## src/rtl/rv_alu_pkg.sv

```systemverilog
// rv_alu_pkg: shared definitions for the multi-cycle ALU.
// Holds the operation encodings, the FSM state type and the opcode group masks.
// The optional divider is selected with RV_ALU_MC_DIV_EN (see rv_alu_mc).
package rv_alu_pkg;

   typedef enum logic [4:0] {
      OpAdd    = 5'h00,
      OpSub    = 5'h01,
      OpSll    = 5'h02,
      OpSrl    = 5'h03,
      OpSra    = 5'h04,
      OpOr     = 5'h05,
      OpAnd    = 5'h06,
      OpXor    = 5'h07,
      OpEq     = 5'h08,
      OpUlt    = 5'h09,
      OpUgt    = 5'h0A,
      OpSlt    = 5'h0B,
      OpSge    = 5'h0C,
      OpMul    = 5'h10,
      OpMulh   = 5'h11,
      OpMulhsu = 5'h12,
      OpMulhu  = 5'h13,
      OpDiv    = 5'h14,
      OpDivu   = 5'h15,
      OpRem    = 5'h16,
      OpRemu   = 5'h17
   } op_sel_e;

   typedef enum logic [1:0] {
      StIdle,
      StMul,
      StDiv,
      StDone
   } state_e;

   // The top three opcode bits identify the multiply and divide groups.
   localparam logic [4:0] OpGrpMask = 5'b11100;
   localparam logic [4:0] OpGrpMul  = 5'b10000;
   localparam logic [4:0] OpGrpDiv  = 5'b10100;

   function automatic logic is_mul_op(logic [4:0] op);
      return (op & OpGrpMask) == OpGrpMul;
   endfunction

   function automatic logic is_div_op(logic [4:0] op);
      return (op & OpGrpMask) == OpGrpDiv;
   endfunction

   function automatic logic is_rem_op(logic [4:0] op);
      return (op == OpRem) || (op == OpRemu);
   endfunction

   // Operand A is treated as signed by MUL/MULH/MULHSU/DIV/REM.
   function automatic logic opa_signed(logic [4:0] op);
      return (op == OpMul) || (op == OpMulh) || (op == OpMulhsu) ||
             (op == OpDiv) || (op == OpRem);
   endfunction

   // Operand B is treated as signed by MUL/MULH/DIV/REM.
   function automatic logic opb_signed(logic [4:0] op);
      return (op == OpMul) || (op == OpMulh) || (op == OpDiv) || (op == OpRem);
   endfunction

endpackage

```

## src/rtl/rv_alu_core.sv

```systemverilog
// rv_alu_core: combinational single-cycle base operations.
// Any encoding outside the base set (including M ops) yields zero.
module rv_alu_core
   import rv_alu_pkg::*;
#(
   parameter int unsigned XLEN = 32
) (
   input  logic [XLEN-1:0] opr_a_i,
   input  logic [XLEN-1:0] opr_b_i,
   input  logic [4:0]      op_sel_i,
   output logic [XLEN-1:0] res_o
);

   localparam int unsigned ShW = $clog2(XLEN);

   logic [ShW-1:0] shamt;
   logic           flag;

   assign shamt = opr_b_i[ShW-1:0];

   // Decode the operation; compares return the flag zero-extended.
   always_comb begin
      res_o = '0;
      flag  = 1'b0;
      case (op_sel_i)
         OpAdd:   res_o = opr_a_i + opr_b_i;
         OpSub:   res_o = opr_a_i - opr_b_i;
         OpSll:   res_o = opr_a_i << shamt;
         OpSrl:   res_o = opr_a_i >> shamt;
         OpSra:   res_o = $signed(opr_a_i) >>> shamt;
         OpOr:    res_o = opr_a_i | opr_b_i;
         OpAnd:   res_o = opr_a_i & opr_b_i;
         OpXor:   res_o = opr_a_i ^ opr_b_i;
         OpEq: begin
            flag  = (opr_a_i == opr_b_i);
            res_o = {{(XLEN-1){1'b0}}, flag};
         end
         OpUlt: begin
            flag  = (opr_a_i < opr_b_i);
            res_o = {{(XLEN-1){1'b0}}, flag};
         end
         OpUgt: begin
            flag  = (opr_a_i > opr_b_i);
            res_o = {{(XLEN-1){1'b0}}, flag};
         end
         OpSlt: begin
            flag  = ($signed(opr_a_i) < $signed(opr_b_i));
            res_o = {{(XLEN-1){1'b0}}, flag};
         end
         OpSge: begin
            flag  = ($signed(opr_a_i) >= $signed(opr_b_i));
            res_o = {{(XLEN-1){1'b0}}, flag};
         end
         default: res_o = '0;
      endcase
   end

endmodule

```

## src/rtl/rv_alu_mc.sv

```systemverilog
// rv_alu_mc: multi-cycle RV32I/M ALU with valid/ready handshake and registered result.
// Base ops finish in one cycle; multiply (and divide when RV_ALU_MC_DIV_EN is defined)
// iterate over XLEN cycles on operand magnitudes with a final sign fix-up.
// Without RV_ALU_MC_DIV_EN the divide/remainder ops return zero in one cycle.
module rv_alu_mc
   import rv_alu_pkg::*;
#(
   parameter int unsigned XLEN = 32
) (
   input  logic            clk,
   input  logic            reset,
   input  logic            in_valid_i,
   output logic            in_ready_o,
   input  logic [XLEN-1:0] opr_a_i,
   input  logic [XLEN-1:0] opr_b_i,
   input  logic [4:0]      op_sel_i,
   output logic            out_valid_o,
   input  logic            out_ready_i,
   output logic [XLEN-1:0] alu_res_o,
   output logic            busy_o
);

   localparam int unsigned     CntW    = $clog2(XLEN) + 1;
   localparam logic [CntW-1:0] LastCnt = CntW'(XLEN - 1);

   state_e              state_q, state_d;
   logic [4:0]          op_q, op_d;
   logic [XLEN-1:0]     res_q, res_d;
   logic [CntW-1:0]     cnt_q, cnt_d;
   logic [2*XLEN-1:0]   mcand_q, mcand_d;
   logic [XLEN-1:0]     mplr_q, mplr_d;
   logic [2*XLEN-1:0]   prod_q, prod_d;
   logic                neg_q, neg_d;

   logic [XLEN-1:0]     core_res;
   logic                accept;
   logic                neg_a, neg_b;
   logic [XLEN-1:0]     mag_a, mag_b;
   logic [2*XLEN-1:0]   mul_sum, mul_fix;

   rv_alu_core #(
      .XLEN (XLEN)
   ) u_core (
      .opr_a_i  (opr_a_i),
      .opr_b_i  (opr_b_i),
      .op_sel_i (op_sel_i),
      .res_o    (core_res)
   );

   assign in_ready_o  = (state_q == StIdle) | ((state_q == StDone) & out_ready_i);
   assign out_valid_o = (state_q == StDone);
   assign busy_o      = (state_q == StMul) | (state_q == StDiv);
   assign alu_res_o   = res_q;
   assign accept      = in_valid_i & in_ready_o;

   assign neg_a = opa_signed(op_sel_i) & opr_a_i[XLEN-1];
   assign neg_b = opb_signed(op_sel_i) & opr_b_i[XLEN-1];
   assign mag_a = neg_a ? -opr_a_i : opr_a_i;
   assign mag_b = neg_b ? -opr_b_i : opr_b_i;

   // Shift-add step: add the shifted multiplicand when the current multiplier bit is set.
   assign mul_sum = prod_q + (mplr_q[0] ? mcand_q : '0);
   assign mul_fix = neg_q ? -mul_sum : mul_sum;

`ifdef RV_ALU_MC_DIV_EN
   localparam logic [XLEN-1:0] MinNeg = {1'b1, {(XLEN-1){1'b0}}};

   logic [XLEN-1:0] rem_q, rem_d;
   logic [XLEN-1:0] quo_q, quo_d;
   logic [XLEN-1:0] dvs_q, dvs_d;
   logic            qneg_q, qneg_d;
   logic            rneg_q, rneg_d;

   logic [XLEN:0]   div_shift, div_diff;
   logic [XLEN-1:0] div_rem_nx, div_quo_nx, div_quo_fix, div_rem_fix;
   logic            div_zero, div_ovf;

   // Restoring step: bring in the next dividend bit, keep the difference if non-negative.
   assign div_shift   = {rem_q, quo_q[XLEN-1]};
   assign div_diff    = div_shift - {1'b0, dvs_q};
   assign div_rem_nx  = div_diff[XLEN] ? div_shift[XLEN-1:0] : div_diff[XLEN-1:0];
   assign div_quo_nx  = {quo_q[XLEN-2:0], ~div_diff[XLEN]};
   assign div_quo_fix = qneg_q ? -div_quo_nx : div_quo_nx;
   assign div_rem_fix = rneg_q ? -div_rem_nx : div_rem_nx;

   assign div_zero = (opr_b_i == '0);
   assign div_ovf  = ((op_sel_i == OpDiv) || (op_sel_i == OpRem)) &&
                     (opr_a_i == MinNeg) && (opr_b_i == '1);
`endif

   // Next-state, datapath capture and iteration control.
   always_comb begin
      state_d = state_q;
      op_d    = op_q;
      res_d   = res_q;
      cnt_d   = cnt_q;
      mcand_d = mcand_q;
      mplr_d  = mplr_q;
      prod_d  = prod_q;
      neg_d   = neg_q;
`ifdef RV_ALU_MC_DIV_EN
      rem_d   = rem_q;
      quo_d   = quo_q;
      dvs_d   = dvs_q;
      qneg_d  = qneg_q;
      rneg_d  = rneg_q;
`endif
      unique case (state_q)
         StIdle, StDone: begin
            if ((state_q == StDone) && out_ready_i) begin
               state_d = StIdle;
            end
            if (accept) begin
               op_d  = op_sel_i;
               cnt_d = '0;
               if (is_mul_op(op_sel_i)) begin
                  state_d = StMul;
                  mcand_d = {{XLEN{1'b0}}, mag_a};
                  mplr_d  = mag_b;
                  prod_d  = '0;
                  neg_d   = neg_a ^ neg_b;
               end
`ifdef RV_ALU_MC_DIV_EN
               else if (is_div_op(op_sel_i)) begin
                  if (div_zero) begin
                     state_d = StDone;
                     res_d   = is_rem_op(op_sel_i) ? opr_a_i : '1;
                  end else if (div_ovf) begin
                     state_d = StDone;
                     res_d   = is_rem_op(op_sel_i) ? '0 : opr_a_i;
                  end else begin
                     state_d = StDiv;
                     rem_d   = '0;
                     quo_d   = mag_a;
                     dvs_d   = mag_b;
                     qneg_d  = neg_a ^ neg_b;
                     rneg_d  = neg_a;
                  end
               end
`endif
               else begin
                  state_d = StDone;
                  res_d   = core_res;
               end
            end
         end
         StMul: begin
            prod_d  = mul_sum;
            mcand_d = mcand_q << 1;
            mplr_d  = mplr_q >> 1;
            cnt_d   = cnt_q + CntW'(1);
            if (cnt_q == LastCnt) begin
               state_d = StDone;
               res_d   = (op_q == OpMul) ? mul_fix[XLEN-1:0] : mul_fix[2*XLEN-1:XLEN];
            end
         end
`ifdef RV_ALU_MC_DIV_EN
         StDiv: begin
            rem_d = div_rem_nx;
            quo_d = div_quo_nx;
            cnt_d = cnt_q + CntW'(1);
            if (cnt_q == LastCnt) begin
               state_d = StDone;
               res_d   = is_rem_op(op_q) ? div_rem_fix : div_quo_fix;
            end
         end
`endif
         default: state_d = StIdle;
      endcase
   end

   // State and datapath registers with synchronous reset.
   always_ff @(posedge clk) begin
      if (reset) begin
         state_q <= StIdle;
         op_q    <= '0;
         res_q   <= '0;
         cnt_q   <= '0;
         mcand_q <= '0;
         mplr_q  <= '0;
         prod_q  <= '0;
         neg_q   <= 1'b0;
`ifdef RV_ALU_MC_DIV_EN
         rem_q   <= '0;
         quo_q   <= '0;
         dvs_q   <= '0;
         qneg_q  <= 1'b0;
         rneg_q  <= 1'b0;
`endif
      end else begin
         state_q <= state_d;
         op_q    <= op_d;
         res_q   <= res_d;
         cnt_q   <= cnt_d;
         mcand_q <= mcand_d;
         mplr_q  <= mplr_d;
         prod_q  <= prod_d;
         neg_q   <= neg_d;
`ifdef RV_ALU_MC_DIV_EN
         rem_q   <= rem_d;
         quo_q   <= quo_d;
         dvs_q   <= dvs_d;
         qneg_q  <= qneg_d;
         rneg_q  <= rneg_d;
`endif
      end
   end

endmodule

```

## config.mk

```make
export PLATFORM = sky130hd
export DESIGN_NAME = rv_alu_mc
export DESIGN_NICKNAME = d
export VERILOG_FILES = /design/src/rtl/rv_alu_pkg.sv /design/src/rtl/rv_alu_core.sv /design/src/rtl/rv_alu_mc.sv
export SDC_FILE = /design/constraint.sdc
export NUM_CORES = 1
export LEC_CHECK = 0
export BUFFER_PORTS_ARGS = -buffer_cell sky130_fd_sc_hd__buf_2
export CELL_PAD_IN_SITES_DETAIL_PLACEMENT = 2
export CELL_PAD_IN_SITES_GLOBAL_PLACEMENT = 2
export CORE_ASPECT_RATIO = 0.6
export CORE_MARGIN = 2
export CORE_UTILIZATION = 25
export CTS_BUF_LIST = sky130_fd_sc_hd__clkbuf_4 sky130_fd_sc_hd__clkbuf_8
export CTS_CLUSTER_SIZE = 24
export DETAILED_ROUTE_END_ITERATION = 8
export GPL_TIMING_DRIVEN = 0
export HOLD_SLACK_MARGIN = 0.02
export PLACE_DENSITY = 0.6
export SYNTH_ARGS = -nofsm -noshare
export SYNTH_HDL_FRONTEND = slang
export SYNTH_SLANG_ARGS = --single-unit
```

## constraint.sdc

```tcl
create_clock -name clk -period 6.7 [get_ports clk]
set_input_delay 1.34 -clock clk [delete_from_list [all_inputs] [get_ports clk]]
set_output_delay 1.34 -clock clk [all_outputs]
set_load 0.01 [all_outputs]
```

; ---- Word-level counts from Yosys, hierarchy flattened
; Index checks and enable logic that the tools add are counted.
[totals]
register_bits = 206
in_bits = 73
output_inout_bits = 35
word_cells = 104
[classes]
add_sub_neg = 7
n_lt_le_gt_ge = 4
n_eq_ne = 29
shifts = 3
mux = 26
bitwise = 10
n_reduce_logical = 17
[op_table]
columns = cell, n
row1 = 32-bit one-hot mux with 13 select lines, 1
row2 = 64-bit 2-to-1 mux, 6
row3 = 32-bit 2-to-1 mux, 8
row4 = 64-bit one-hot mux with 2 select lines, 2
row5 = 32-bit one-hot mux with 2 select lines, 2
row6 = 64-bit adder, 1
row7 = 32-bit < comparator, 2
row8 = 32-bit negator, 2
row9 = 64-bit negator, 1
row10 = 32-bit adder, 1
row11 = 32-bit AND, 1
row12 = 32-bit equality test, 1
row13 = 32-bit >= comparator, 1
row14 = 32-bit > comparator, 1
row15 = 32-bit bitwise OR, 1
row16 = 32-bit by 5-bit << shifter with 32-bit output, 1
row17 = 32-bit by 5-bit >> shifter with 32-bit output, 1
row18 = 32-bit by 5-bit >>> shifter with 32-bit output, 1
row19 = 32-bit subtractor, 1
row20 = 32-bit XOR, 1
row21 = 5-bit equality test (second input constant), 6
row22 = 5-bit by 4-bit equality test with 1-bit output (second input constant), 5
row23 = 5-bit by 3-bit equality test with 1-bit output (second input constant), 4
row24 = 6-bit one-hot mux with 2 select lines, 1
row25 = other kinds (25), 44

; ---- Logic depth before layout (Yosys ltp)
; Gate-level depths: netlist (run 1).
[logic_depth]
depth_word = 10
mapped_depth = 21
ltp_nobuf = 17

; ---- Hierarchy
; Synthesis (run 1) repeated with hierarchy kept, for this count alone.
[unflattened]
hier_cells = 3694
hier_area_um2 = 25266.7
[modules_own_cells]
columns = mod, n_inst, cells_per_inst, area_each_um2, seq_area_each_um2
row1 = rv_alu_mc, 1, 2436, 17086.4, 4124.0
row2 = rv_alu_core, 1, 1258, 8180.3, 0.0

; ---- Worst setup path before layout (run 1)
; Ideal clock, no wire load.
[synth_path]
path_type = input-to-reg
from = input port opr_b_i[2]
to = register res_q[0], in the netlist alu_res_o[0]
setup_ns = 0.132
t_arrival_ns = 6.160
required_ns = 6.568
path_slack_ns = 0.408
stages = 20
path_buffers = 5
cell_sequence = clkbuf_1 > inv_1 > buf_1 > buf_1 > clkbuf_1 > ha_1 > clkbuf_1 > nand2b_1 > a221oi_1 > o21ai_1 > o211ai_1 > a2111oi_0 > o21ai_1 > o31a_1 > a221o_1 > xnor2_1 > o2111a_1 > or4_1 > a221oi_1 > nor3_1
[synth_between]
elab_chain_cells = 5
[synth_lines]
columns = element, line_no
row1 = start: declaration, rv_alu_mc.sv:15  ; input logic [XLEN-1:0] opr_b_i,
row2 = "32-bit >= comparator, or another cell as far along", rv_alu_core.sv:51  ; flag = ($signed(opr_a_i) >= $signed(opr_b_i));
row3 = 32-bit one-hot mux with 13 select lines (*), rv_alu_core.sv:25  ; case (op_sel_i)
row4 = 32-bit 2-to-1 mux (*), rv_alu_mc.sv:116  ; if (is_mul_op(op_sel_i)) begin
row5 = 32-bit 2-to-1 mux (*), rv_alu_mc.sv:113  ; if (accept) begin
row6 = 32-bit one-hot mux with 2 select lines (*), rv_alu_mc.sv:108  ; unique case (state_q)
row7 = end signal: assignment, rv_alu_mc.sv:193  ; res_q <= res_d;
row8 = end: declaration, rv_alu_mc.sv:28  ; logic [XLEN-1:0] res_q, res_d;
; Mark *: on every way between the ends. The rest lies on a longest branch, timed or not. The select of a mux whose other input is x is not followed.
; A chain may end at the register's enable or synchronous reset.

; ---- Final worst setup path (run 1)
[layout_path]
from = input port opr_b_i[1]
to = register res_q[13], in the netlist alu_res_o[13]
[layout_between]
elab_chain_cells = 5
[layout_lines]
columns = element, line_no
row1 = "32-bit subtractor, or another cell as far along", rv_alu_core.sv:27  ; OpSub: res_o = opr_a_i - opr_b_i;
row2 = 32-bit one-hot mux with 13 select lines (*), rv_alu_core.sv:25
row3 = 32-bit 2-to-1 mux (*), rv_alu_mc.sv:116
row4 = 32-bit 2-to-1 mux (*), rv_alu_mc.sv:113
row5 = 32-bit one-hot mux with 2 select lines (*), rv_alu_mc.sv:108
; Marked as above.

==> results of run 1 <==
==> metal layers <==
metal,track usage [%],vias to the layer above,wire length [µm]
met5,0.04581,-,53
met2,41.29,1887,63360
li1,-,13880,-
met4,5.118,4,2732
met3,16.54,149,29610
met1,57.89,17010,97160
==> tightest hold or removal path, stage by stage, from the launching register on <==
cell and delay (ns):
dfxtp_1 0.31, nand2_1 0.05, a21oi_1 0.05
==> per-stage QoR <==
step	std cells	power [µW]	TNS (ns)
global placement	5130	3883	-60.41
floorplan	3689	2689	0
global route	5213	5806	-0.1192
CTS	5213	5527	0
detailed placement	5136	3920	-56.71
finish	5220	5641	-0.2515
==> flip-flops by register name, indices dropped and copies added, names as in the netlist <==
register and cells:
state_q 2, cnt_q 6, op_q 5, alu_res_o 32, prod_q 64, mplr_q 32, mcand_q 64, neg_q 1
==> power by group <==
| group | switching, µW | internal (µW) |
|---|---|---|
| logic | 1930 | 638 |
| registers | 129 | 1360 |
| clock network | 746 | 834 |
| total | 2810 | 2830 |
==> area by class of cell <==
| cell class | count | area share, % |
|---|---|---|
| flip-flops and latches | 206 | 14.29 |
| plain buffers | 267 | 3.864 |
| clock buffers | 63 | 2.745 |
| repair buffers | 125 | 2.437 |
| multi-input cells | 3090 | 68.83 |
| diodes | 8 | 0.06939 |
| well taps | 1334 | 5.785 |
| inverters | 119 | 1.583 |
| clock inverters | 8 | 0.3947 |
==> path summary, 6_finish.rpt <==
path / endpoint / slack (ns) / depth (start not counted)
worst min register to register: mplr_q[14]$_SDFFE_PP0P_ / 0.45 / 2
worst max-delay path: alu_res_o[13]$_SDFFE_PP0P_ / -0.22 / 14
worst max register to register: alu_res_o[31]$_SDFFE_PP0P_ / 0.03 / 18
worst min-delay path: mplr_q[14]$_SDFFE_PP0P_ / 0.45 / 2
==> logic make-up (layout without fill, tap and decap cells) <==
kind of cell	Yosys count	after routing	share of synthesized area, %
AND/OR/NAND/NOR	1390	1390	25.76
XOR/XNOR	128	128	4.444
AO/OA/AOI/OAI	1292	1292	33.16
other	0	8	0
multiplexers	109	109	5.600
flip-flops	206	206	16.35
buffers and inverters	393	582	6.116
adder cells (fa/ha/maj)	171	171	8.571
==> what timing repair did <==
item                                    CTS  global route
gates resized for setup                  38            50
endpoints found under the setup margin   40            33
pin swaps                                 3             4
setup buffers                             8             3
==> cell usage in the layout, fill, tap and decap left out, types with 26 or more instances in the layout <==
cell type / n
clkbuf_1: 202
nand3_1: 95
ha_1: 168
xor2_1: 26
inv_1: 114
a21o_1: 50
a22oi_1: 82
o211ai_1: 50
or3_1: 34
and2_1: 87
a21oi_1: 362
nand2_1: 456
buf_2: 129
mux2i_1: 77
nor3_1: 79
nand4_1: 45
nand2b_1: 35
nor2_1: 398
clkbuf_8: 51
o31ai_1: 32
dfxtp_1: 206
o21ai_0: 285
a211oi_1: 49
xnor2_1: 97
a31oi_1: 43
nor4_1: 27
==> results.yml, run 1 <==
synth:
  synthCells: 3689
  async_flop_share_pct: 0
  ys_ff_latch: 206
  synth_edf_count: 0
  synth_top_area_cell: "dfxtp_1"
  synthTopCellsByCount: "nand2_1, nor2_1, a21oi_1"
  postSynthAreaPerCell_um2: 6.838
  syn_area_um2: 25220
  ys_top_cells_by_area: "dfxtp_1, ha_1, a21oi_1, nand2_1, nor2_1"
  yosysUniqueCellTypes: 103
  synth_top_cell_area_share_pct: 16.35
  synth_nets: 3933
  post-synth-top-count-cell: "nand2_1"
  synth_warnings: 0
  yosysSeqAreaShare_pct: 16.35
  ys.flop_type: "dfxtp_1"
grt:
  grt_pass1_wl_um: 263600
  grt_max_degree: 15
  overflow: 0
  grt_pass1_vias: 31550
  antenna_found_initial: 12
  grt_usage_pct: 36.04
setup_path:
  crit_chain: "buf_2 > buf_2 > clkbuf_1 > buf_1 > mux2i_1 > mux2i_1 > mux2i_1 > mux2i_1 > a22oi_1 > o21ai_0 > nor2_1 > a31oi_1 > a221oi_1 > a211oi_1"
  critPathSlowestCell: "mux2i_1"
  worstPathRequired_ns: 7.24
  cp_max_fo: 14
  r2r-start: "mplr_q[0]$_SDFFE_PP0P_"
  crit_top_cell: "mux2i_1"
  worstSetupStartpoint: "opr_b_i[1]"
  crit_type: "input pin to flip-flop"
  endpoint_kind: "flip-flop"
  worst-endpoint-arrival_ns: 7.46
  crit_buf_inv: 4
  slowest_delay_ns: 0.95
  cp-start-kind: "input pin"
  crit_family: "buffers and inverters"
hold_path:
  hold_class: "flip-flop to flip-flop"
  min-delay-start: "mplr_q[14]$_SDFFE_PP0P_"
layout:
  synthToLayoutAreaGrowth_pct: 14.38
  multi_input_area_um2: 19860
  final_util_pct: 28.79
  final_layout_size_suffix_gt1_share_pct: 9.412
  n_fill_cell: 12160
  final-seq-area_um2: 4124
  nets: 4094
  fin_area_um2: 28850
route:
  drt-pass1-iter-count: 6
  drc: 0
  drt_iter0_drc: 4366
  vias_per_cell: 6.308
  vias: 32930
  postRouteAntennaNets: 0
  wl_per_cell_um: 36.96
  wl_um: 192900
power:
  p_per_area_nw_per_um2: 195.5
  peakVddDrop_mv: 0.1552
  leakage_uw: 0.01094
floorplanning:
  core_um2: 100200
  dieArea_um2: 103500
  io_pins: 108
  die_height_um: 250.0
  rows: 90
  start_util_pct: 25.17
  die_x_um: 414.1
timing:
  final-hold-violation-count: 0
  slew_headroom_pct: -4.818
  finalCritPeriodShare_pct: 103.3
  fin_skew_ns: 0.05861
  hold_ws_ns: 0.4547
  setup-violations-final: 4
  max_freq_ghz: 0.1445
  drv_slew: 20
  tightest_slew_ns: 1.566
  layout_min_cycle_time_ns: 6.921
  final.setup.worst_slack_ns: -0.2212
  rsz0062_at_grt: "yes"
place:
  pre_cts_ws_ns: -3.127
  hpwl_um: 163700
  place_area_um2: 27530
  routabilityCongestion: 1.031
  port_buffers: 107
cts:
  cts_buffers: 41
  clockRootBuffer: "clkbuf_8"
  cts_buffer_depth: 3
  clk_pin_slew_worst_paths_ns: 0.07
  hold_buffers: 0
  clock_latency_ns: 0.71
  htreeDepth: 2
  cts_tree: "done"
  cts_sinks: 206
run:
  cap_violations: 3
outcome:
  violations: "capacitance limit, slew limit, setup timing"
  status: "finished with violations"
(Power assumes the default switching activity.)
==> run 2: changes to the inputs <==
- PLACE_DENSITY: 0.6 -> default
- PLACE_DENSITY_LB_ADDON: default -> 0.05
==> run 2 against run 1 <==
  * Clock power is 4% higher
  * Clock skew increased by 0.0073 ns
  * Register-to-register slack worse by 0.09 ns
  * Core utilization decreased by 0.099 points
  * The flow still finishes with violations (capacitance limit, slew limit, setup timing)
  * Sequential share of layout area hardly changed
  * Design area shrank 0.34%
  * Sequential power about the same
  * Critical endpoint is now alu_res_o[29]$_SDFFE_PP0P_
  * Final cell count hardly changed
  * Critical path type unchanged
  * Combinational power about the same
  * Largest power group unchanged
  * Non-clock buffer count fell by 3
==> results.yml, run 2 (same netlist as run 1, synthesis figures left out) <==
outcome:
  status: "finished with violations"
  violations: "capacitance limit, slew limit, setup timing"
floorplanning:
  die_x_um: 414.1
  core_um2: 100200
  start_util_pct: 25.17
  io_pins: 108
  rows: 90
  dieArea_um2: 103500
  die_height_um: 250.0
layout:
  fin_area_um2: 28750
  synthToLayoutAreaGrowth_pct: 13.98
  final_common_cell: "nand2_1"
  nets: 4091
  mostFrequentLayoutCells: "nand2_1, nor2_1, a21oi_1, o21ai_0"
  largestRegisters: "mcand_q x64, prod_q x64"
  final_util_pct: 28.69
  final_layout_size_suffix_gt1_share_pct: 8.873
cts:
  cts_tree: "done"
  clockRootBuffer: "clkbuf_8"
  htreeDepth: 2
  cts_sinks: 206
  clock_latency_ns: 0.69
  cts_buffer_depth: 3
  cts_buffers: 41
  clk_pin_slew_worst_paths_ns: 0.06
setup_path:
  slowest_delay_ns: 0.63
  crit_top_cell: "buf_2"
  cp_max_fo: 14
  crit_type: "input pin to flip-flop"
  cp-start-kind: "input pin"
  crit_buf_inv: 3
  worst-endpoint-arrival_ns: 7.36
  crit_chain: "buf_2 > buf_2 > clkinv_2 > ha_1 > a21o_1 > nand4_1 > a32oi_1 > a41o_1 > nor3_1 > o31ai_1 > a31oi_1 > or2_2 > o21ai_0 > o22a_1 > a21oi_1 > o31ai_2 > o211ai_1"
  crit_family: "compound AO/OA/AOI/OAI gates"
  endpoint_kind: "flip-flop"
  critPathSlowestCell: "a32oi_1"
  worstPathRequired_ns: 7.22
route:
  vias: 32130
  drt_iter0_drc: 3969
  vias_per_cell: 6.159
  drc: 0
  wl_per_cell_um: 36.23
  wl_um: 189000
  drt-pass1-iter-count: 6
  postRouteAntennaNets: 0
grt:
  antenna_found_initial: 20
  grt_usage_pct: 35.25
  grt_max_degree: 15
  grt_pass1_wl_um: 259100
  grt_pass1_vias: 30840
  overflow: 0
hold_path:
  hold_class: "flip-flop to flip-flop"
timing:
  final-hold-violation-count: 0
  layout_min_cycle_time_ns: 6.841
  fin_skew_ns: 0.06590
  rsz0062_at_grt: "yes"
  setup-violations-final: 3
  slew_headroom_pct: -2.661
  final.setup.worst_slack_ns: -0.1409
  finalCritPeriodShare_pct: 102.1
  max_freq_ghz: 0.1462
  drv_slew: 12
  tightest_slew_ns: 1.540
place:
  routabilityCongestion: 1.046
  hpwl_um: 158800
  place_area_um2: 27520
  port_buffers: 107
power:
  peakVddDrop_mv: 0.1596
  leakage_uw: 0.01092
  p_per_area_nw_per_um2: 197.4
  power_uw: 5674
run:
  cap_violations: 2
==> run 2: cell types whose count changed in the layout (fill, tap and decap cells not counted), moves of 4 or more <==
| cell | before | now |
|---|---|---|
| a21oi_1 | 362 | 367 |
| a21oi_2 | 11 | 6 |
| clkbuf_4 | 15 | 10 |
| clkinv_2 | 2 | 7 |
| clkbuf_1 | 202 | 206 |
| nor3_2 | 11 | 7 |
==> run 2: worst min-delay path, stage by stage, from the launching register on <==
cell and delay (ns):
dfxtp_1 0.31, nand2_1 0.05, a21oi_1 0.05
==> run 2: metal layers <==
metal  global-route usage (%)  part of all wire (%)  vias up  wire length (µm)
met4                    5.212                   1.5        4              2832
met2                    41.54                    33     1535             63150
li1                         -                     -    13840                 -
met1                    56.99                    52    16610             97980
met5                    1.008                 0.084        -               158
met3                    13.86                    13      137             24840
==> run 2: cell type report <==
| cell class | count | area, µm² |
|---|---|---|
| Sequential cell | 206 | 4124 |
| Clock buffer | 60 | 769.5 |
| Inverter | 119 | 451.7 |
| Timing Repair Buffer | 121 | 645.6 |
| Antenna cell | 5 | 12.51 |
| Fill cell | 12080 | 71470 |
| Clock inverter | 13 | 203.9 |
| Multi-Input combinational cell | 3090 | 19780 |
| Buffer | 268 | 1095 |
| Tap cell | 1334 | 1669 |
==> run 2: worst paths after layout <==
path / start / end / slack, ns / depth (start not counted)
worst min register to register: mplr_q[25]$_SDFFE_PP0P_ / mplr_q[25]$_SDFFE_PP0P_ / 0.45 / 2
worst max register to register: mplr_q[0]$_SDFFE_PP0P_ / alu_res_o[31]$_SDFFE_PP0P_ / -0.06 / 17
worst max-delay path: opr_b_i[1] / alu_res_o[29]$_SDFFE_PP0P_ / -0.14 / 17
worst min-delay path: mplr_q[25]$_SDFFE_PP0P_ / mplr_q[25]$_SDFFE_PP0P_ / 0.45 / 2
==> run 2: timing repair <==
action / CTS / global route
setup endpoints to repair: 33 / 17
gates resized for setup: 30 / 24
buffers inserted: 4 / 4
hold buffers: 0 / 0
pin swaps: 2 / 2
==> run 2: report_power, final <==
group	internal (µW)	leakage, µW	total [µW]	switching (µW)
sequential	1360	0.00167	1500	134
clock	932	0.000509	1640	706
combinational	627	0.00874	2540	1910
==> run 2: per-stage QoR <==
stage	hold WS (ns)	instances	TNS [ns]	worst slack (ns)
finish	0.4542	5216	-0.2092	-0.1409
global route	0.4762	5213	-0.5817	-0.2344
CTS	0.4563	5211	0	0.01371
detailed placement	0.4462	5136	-35.14	-2.229
global placement	0.4396	5130	-38.44	-2.401
floorplan	0.4319	3689	0	0.4081
